[src/rtl/par_to_serial_tx.sv]
// -----------------------------------------------------------------------------
// par_to_serial_tx
//
// Serializes bytes from the upstream 4:1 mux stage into a continuous MSB-first
// bit stream, one 8-bit symbol every 8 clocks with no gaps. After reset the
// block first sends ALIGN_COUNT COM symbols (IDLE_SYM) so the receiver can find
// symbol boundaries. After that it sends buffered data bytes, or COM whenever
// no byte is waiting.
//
// Parameters
//   IDLE_SYM     COM symbol used for alignment and idle fill
//   ALIGN_COUNT  COM symbols sent after reset before data may flow (1..15)
//
// Ports
//   clk        in   1  single clock, rising edge
//   reset      in   1  synchronous, active-high reset
//   in         in   8  parallel data byte
//   valid_in   in   1  in carries a valid byte this cycle
//   ready_out  out  1  a byte offered this cycle is taken (NOT hold_valid)
//   data_out   out  1  registered serial bit, MSB first
//   sym_start  out  1  registered; data_out carries bit 7 of a symbol
//   data_sym   out  1  registered; current symbol is a data byte (0 = COM)
//   aligned    out  1  registered; alignment finished, FSM is in RUN
// -----------------------------------------------------------------------------
module par_to_serial_tx #(
  parameter logic [7:0]  IDLE_SYM    = 8'hBC,
  parameter int unsigned ALIGN_COUNT = 4
) (
  input  logic       clk,
  input  logic       reset,
  input  logic [7:0] in,
  input  logic       valid_in,
  output logic       ready_out,
  output logic       data_out,
  output logic       sym_start,
  output logic       data_sym,
  output logic       aligned
);

  // Value of align_cnt when the last alignment COM is being loaded.
  localparam logic [3:0] ALIGN_LAST = 4'(ALIGN_COUNT - 1);

  typedef enum logic {
    ST_ALIGN = 1'b0,
    ST_RUN   = 1'b1
  } state_e;

  state_e     state_q,      state_d;
  logic [3:0] align_cnt_q,  align_cnt_d;
  logic [2:0] bit_cnt_q,    bit_cnt_d;
  logic [7:0] sreg_q,       sreg_d;
  logic [7:0] hold_q,       hold_d;
  logic       hold_valid_q, hold_valid_d;
  logic       data_out_q,   data_out_d;
  logic       sym_start_q,  sym_start_d;
  logic       data_sym_q,   data_sym_d;
  logic       aligned_q,    aligned_d;

  logic       load_slot_s;
  logic       accept_s;
  logic [7:0] sym_s;

  // Next-state logic: symbol selection at load slots, shifting between them,
  // and the one-byte input handshake.
  always_comb begin
    state_d      = state_q;
    align_cnt_d  = align_cnt_q;
    bit_cnt_d    = bit_cnt_q + 3'd1;   // wraps 7 -> 0: one symbol per 8 clocks
    sreg_d       = sreg_q;
    hold_d       = hold_q;
    hold_valid_d = hold_valid_q;
    data_out_d   = data_out_q;
    sym_start_d  = 1'b0;
    data_sym_d   = data_sym_q;
    sym_s        = IDLE_SYM;

    load_slot_s  = (bit_cnt_q == 3'd0);
    // A byte can only be taken while the holding register is empty, so an
    // accept never collides with hold being consumed on the same edge.
    accept_s     = valid_in & ~hold_valid_q;

    if (load_slot_s) begin
      case (state_q)
        ST_ALIGN: begin
          // Alignment never touches hold; a byte taken here waits for RUN.
          sym_s       = IDLE_SYM;
          data_sym_d  = 1'b0;
          align_cnt_d = align_cnt_q + 4'd1;
          if (align_cnt_q == ALIGN_LAST) begin
            state_d = ST_RUN;
          end else begin
            state_d = ST_ALIGN;
          end
        end
        ST_RUN: begin
          if (hold_valid_q) begin
            sym_s        = hold_q;
            data_sym_d   = 1'b1;
            hold_valid_d = 1'b0;
          end else begin
            sym_s        = IDLE_SYM;
            data_sym_d   = 1'b0;
          end
        end
        default: begin
          state_d    = ST_ALIGN;
          sym_s      = IDLE_SYM;
          data_sym_d = 1'b0;
        end
      endcase
      data_out_d  = sym_s[7];
      sreg_d      = {sym_s[6:0], 1'b0};
      sym_start_d = 1'b1;
    end else begin
      data_out_d  = sreg_q[7];
      sreg_d      = {sreg_q[6:0], 1'b0};
      sym_start_d = 1'b0;
    end

    if (accept_s) begin
      hold_d       = in;
      hold_valid_d = 1'b1;
    end else begin
      hold_d       = hold_q;
    end

    // aligned is registered alongside the state so it rises on the very edge
    // that enters RUN.
    aligned_d = (state_d == ST_RUN);
  end

  // State register with synchronous reset; reset restarts alignment and drops
  // any partial symbol and buffered byte.
  always_ff @(posedge clk) begin
    if (reset) begin
      state_q      <= ST_ALIGN;
      align_cnt_q  <= 4'd0;
      bit_cnt_q    <= 3'd0;
      sreg_q       <= 8'd0;
      hold_q       <= 8'd0;
      hold_valid_q <= 1'b0;
      data_out_q   <= 1'b0;
      sym_start_q  <= 1'b0;
      data_sym_q   <= 1'b0;
      aligned_q    <= 1'b0;
    end else begin
      state_q      <= state_d;
      align_cnt_q  <= align_cnt_d;
      bit_cnt_q    <= bit_cnt_d;
      sreg_q       <= sreg_d;
      hold_q       <= hold_d;
      hold_valid_q <= hold_valid_d;
      data_out_q   <= data_out_d;
      sym_start_q  <= sym_start_d;
      data_sym_q   <= data_sym_d;
      aligned_q    <= aligned_d;
    end
  end

  assign ready_out = ~hold_valid_q;
  assign data_out  = data_out_q;
  assign sym_start = sym_start_q;
  assign data_sym  = data_sym_q;
  assign aligned   = aligned_q;

endmodule

[config.mk]
export PLATFORM = sky130hd
export DESIGN_NAME = par_to_serial_tx
export DESIGN_NICKNAME = d
export VERILOG_FILES = /design/src/rtl/par_to_serial_tx.sv
export SDC_FILE = /design/constraint.sdc
export NUM_CORES = 1
export LEC_CHECK = 0
export CORE_UTILIZATION = 50
export CTS_CLUSTER_DIAMETER = 50
export CTS_CLUSTER_SIZE = 28
export DETAILED_ROUTE_END_ITERATION = 8
export PLACE_DENSITY_LB_ADDON = 0.12
export SLEW_MARGIN = 25
export SYNTH_ARGS = -nofsm -noshare
export SYNTH_HDL_FRONTEND = slang
export SYNTH_SLANG_ARGS = --single-unit
[constraint.sdc]
create_clock -name clk -period 1.63 [get_ports clk]
set_clock_uncertainty 0.1 [all_clocks]
set_input_delay 0.326 -clock clk [delete_from_list [all_inputs] [get_ports clk]]
set_output_delay 0.326 -clock clk [all_outputs]
set_load 0.02 [all_outputs]
==> flow_summary.yaml <==
global_routing:
  grt_first_pass_wirelength_um: 2690
  gr-usage-all-layers_pct: 17.7
  grt_pass1_vias: 651
  grt_antenna_before_repair: 0
  grt_overflow: 0
  grt_max_degree: 28
setup_path:
  cp_cell_sequence: "inv_1 > dlygate4sd2_1"
  worst-r2r-cell-count: 5
  critPathRequiredTime_ns: 1.20
  cp-start-kind: "flop"
  critPathArrivalTime_ns: 1.11
  critPathMaxStageDelay_ns: 0.43
  timing.critical_path.fanout_max: 5
  endpoint_of_the_most_critical_register_to_register_path: "align_cnt_q[3]"
  crit_path_top_delay_cell: "sky130_fd_sc_hd__dfxtp_1"
  ff2ff_setup_slack_ns: 0.16
  worst_setup_path_end_kind: "output port"
  critical_path_class: "flop to output port"
  launch_point_of_the_worst_reg_to_reg_path: "bit_cnt_q[0]"
placed_design:
  placement.cell_area_um2: 1210
  place.detailed.hpwl_um: 1150
  port_buffers: 15
  globalplace.congestion: 0.766
layout:
  design_area_um2: 1230
  nNetsFinal: 138
  drive_above_1_share_pct: 9.76
  area_growth_syn_to_layout_pct: 23.9
  final_common_cell: "sky130_fd_sc_hd__nor2_1"
  insertedDiodeCount: 0
  most-common-layout-cells: "29 x sky130_fd_sc_hd__nor2_1, 27 x sky130_fd_sc_hd__dfxtp_1, 10 x sky130_fd_sc_hd__clkdlybuf4s50_1, 8 x sky130_fd_sc_hd__mux2i_1, 6 x sky130_fd_sc_hd__nor3_1"
drt:
  detail_route.vias_per_cell: 5.10
  antenna_violating_nets_post_route: 0
  dr_total_vias: 755
  drt-wirelength-per-cell_um: 10.9
  detail_route.drc_violations: 0
  drtIter0Drc: 3
  detail_route.wirelength_um: 1610
  drtPass1Iterations: 3
clocking:
  cts_root_buf: "sky130_fd_sc_hd__clkbuf_4"
  numCtsBuffers: 3
  cts_clk_pin_slew_worst_paths_ns: 0.13
  ctsHoldBuffers: 0
  tritoncts_num_sinks: 27
  worst_skew_pair_latency_ns: 0.32
  ctsLongestPathBuffers: 2
  htree_levels: 1
  tritoncts: "done"
job:
  maxCapViolations: 0
min_path:
  hp-start: "bit_cnt_q[0]"
  hp-class: "flop to flop"
  hold-path-cell-count: 1
  hold_path_endpoint: "bit_cnt_q[0]"
sta:
  grt_setup_unrepaired: "false"
  slew_violations: 0
  finalHoldViolCount: 0
  final_min_period_over_clock_period_pct: 94.2
  setup-violations-final: 0
  finalCriticalPeriod_ns: 1.53
  max-slew-margin-rel_pct: 78.2
  timing.setup.tns_ns: 0
  max_freq_mhz: 652
  tightest_slew_ns: 0.327
floorplan:
  floorplan.die.width_um: 46.6
  initial_core_util_pct: 55.3
  die_height_um: 46.6
  area_enclosed_by_the_die_boundary_um2: 2170
  floorplan.rows: 15
  ioPinCount: 16
  floorplan.core_area_um2: 1800
synthesis:
  synthFlopType: "sky130_fd_sc_hd__dfxtp_1"
  synth.distinct_cells: 24
  async_set_or_reset_register_ratio_after_synthesis_pct: 0
  ys_seq_elements: 27
  postSynthCellCount: 103
  synthesis.yosys.warnings: 0
  synth.avg_cell_area_um2: 9.67
  synth_edf_count: 0
  synth.net_count: 117
  synth-seq-area-share_pct: 54.3
  syn-cell-area_um2: 996
outcome:
  run_status: "completed"
power_and_ir_drop:
  power.density_nw_per_um2: 987
  leakagePower_nw: 0.521
  vdd_drop_max_uv: 729
[cell type report]
type / count / area, um2
sequential: 27 / 541
clock buffer: 4 / 26.3
fill: 163 / 568
multi-input combinational: 69 / 430
timing repair buffer: 20 / 194
inverter: 3 / 11.3
tap: 25 / 31.3
[how the worst max path moves through the flow]
stage | start | end | cells past startpoint
floorplan | bit_cnt_q[0] | align_cnt_q[3] | 5
detailed placement | valid_in | hold_q[7] | 5
global route | hold_valid_q | ready_out | 2
finish | hold_valid_q | ready_out | 2
CTS | hold_valid_q | ready_out | 2
global placement | valid_in | hold_q[4] | 5
[metal layers]
metal	global-route usage, %	up-vias	wire length [um]
li1	-	389	-
met1	24.1	350	805
met2	26.7	12	724
met3	4.71	4	61
met4	6.86	0	21
met5	0	-	0
[critical path: cells and delay by family (launching register included)]
kind | cells | cell delay, ns
flops | 1 | 0.43
buf+inv | 2 | 0.36
[cells by family (layout without fill, tap and decap cells)]
group                    after synthesis  after routing  share of synthesized area, %
AO/OA/AOI/OAI                          8              8                          4.90
XOR/XNOR                               3              3                          2.64
adder cells (fa/ha/maj)                3              3                          3.77
buffers and inverters                  7             27                          2.76
flip-flops                            27             27                          54.3
multiplexers                           8              8                          8.04
AND/OR/NAND/NOR                       47             47                          23.6
[timing repair]
item / in CTS / in global routing
endpoints found under the setup margin: 5 / 1
gates resized for setup: 5 / 1
pin swaps: 0 / 0
buffers inserted: 0 / 0
[through the flow]
step | hold WS [ns] | total power, mW | instances | utilization (%) | worst slack [ns]
finish | 0.371 | 1.22 | 148 | 68.5 | 0.0953
global route | 0.396 | 1.28 | 148 | 68.5 | 0.0257
CTS | 0.381 | 1.23 | 148 | 68.3 | 0.0808
detailed placement | 0.351 | 0.957 | 144 | 67.2 | 0.00214
global placement | 0.330 | 0.948 | 144 | 67.2 | 0.0502
floorplan | 0.317 | 0.870 | 103 | - | 0.201
[cell usage after synthesis, types with 2 or more instances]
cell / number / area (um2)
sky130_fd_sc_hd__ha_1: 3 / 37.5
sky130_fd_sc_hd__a21oi_1: 3 / 15.0
sky130_fd_sc_hd__a22oi_1: 2 / 15.0
sky130_fd_sc_hd__xnor2_1: 3 / 26.3
sky130_fd_sc_hd__inv_1: 3 / 11.3
sky130_fd_sc_hd__mux2i_1: 8 / 80.1
sky130_fd_sc_hd__nor2_1: 29 / 109
sky130_fd_sc_hd__nor3b_1: 2 / 15.0
sky130_fd_sc_hd__dfxtp_1: 27 / 541
sky130_fd_sc_hd__clkbuf_1: 2 / 7.51
sky130_fd_sc_hd__nor2b_1: 3 / 18.8
sky130_fd_sc_hd__nor3_1: 6 / 30.0
[state kept, by name (all words and copies together) (netlist names)]
signal        count
align_cnt_q       4
bit_cnt_q         3
data_out          1
sym_start         1
hold_valid_q      1
hold_q            8
aligned           1
sreg_q            7
data_sym          1
[power breakdown]
group          switching, mW  internal [mW]
logic                 0.0926          0.105
clock network          0.187         0.0959
registers             0.0272          0.710
total                  0.307          0.911
(Power assumes the default switching activity.)
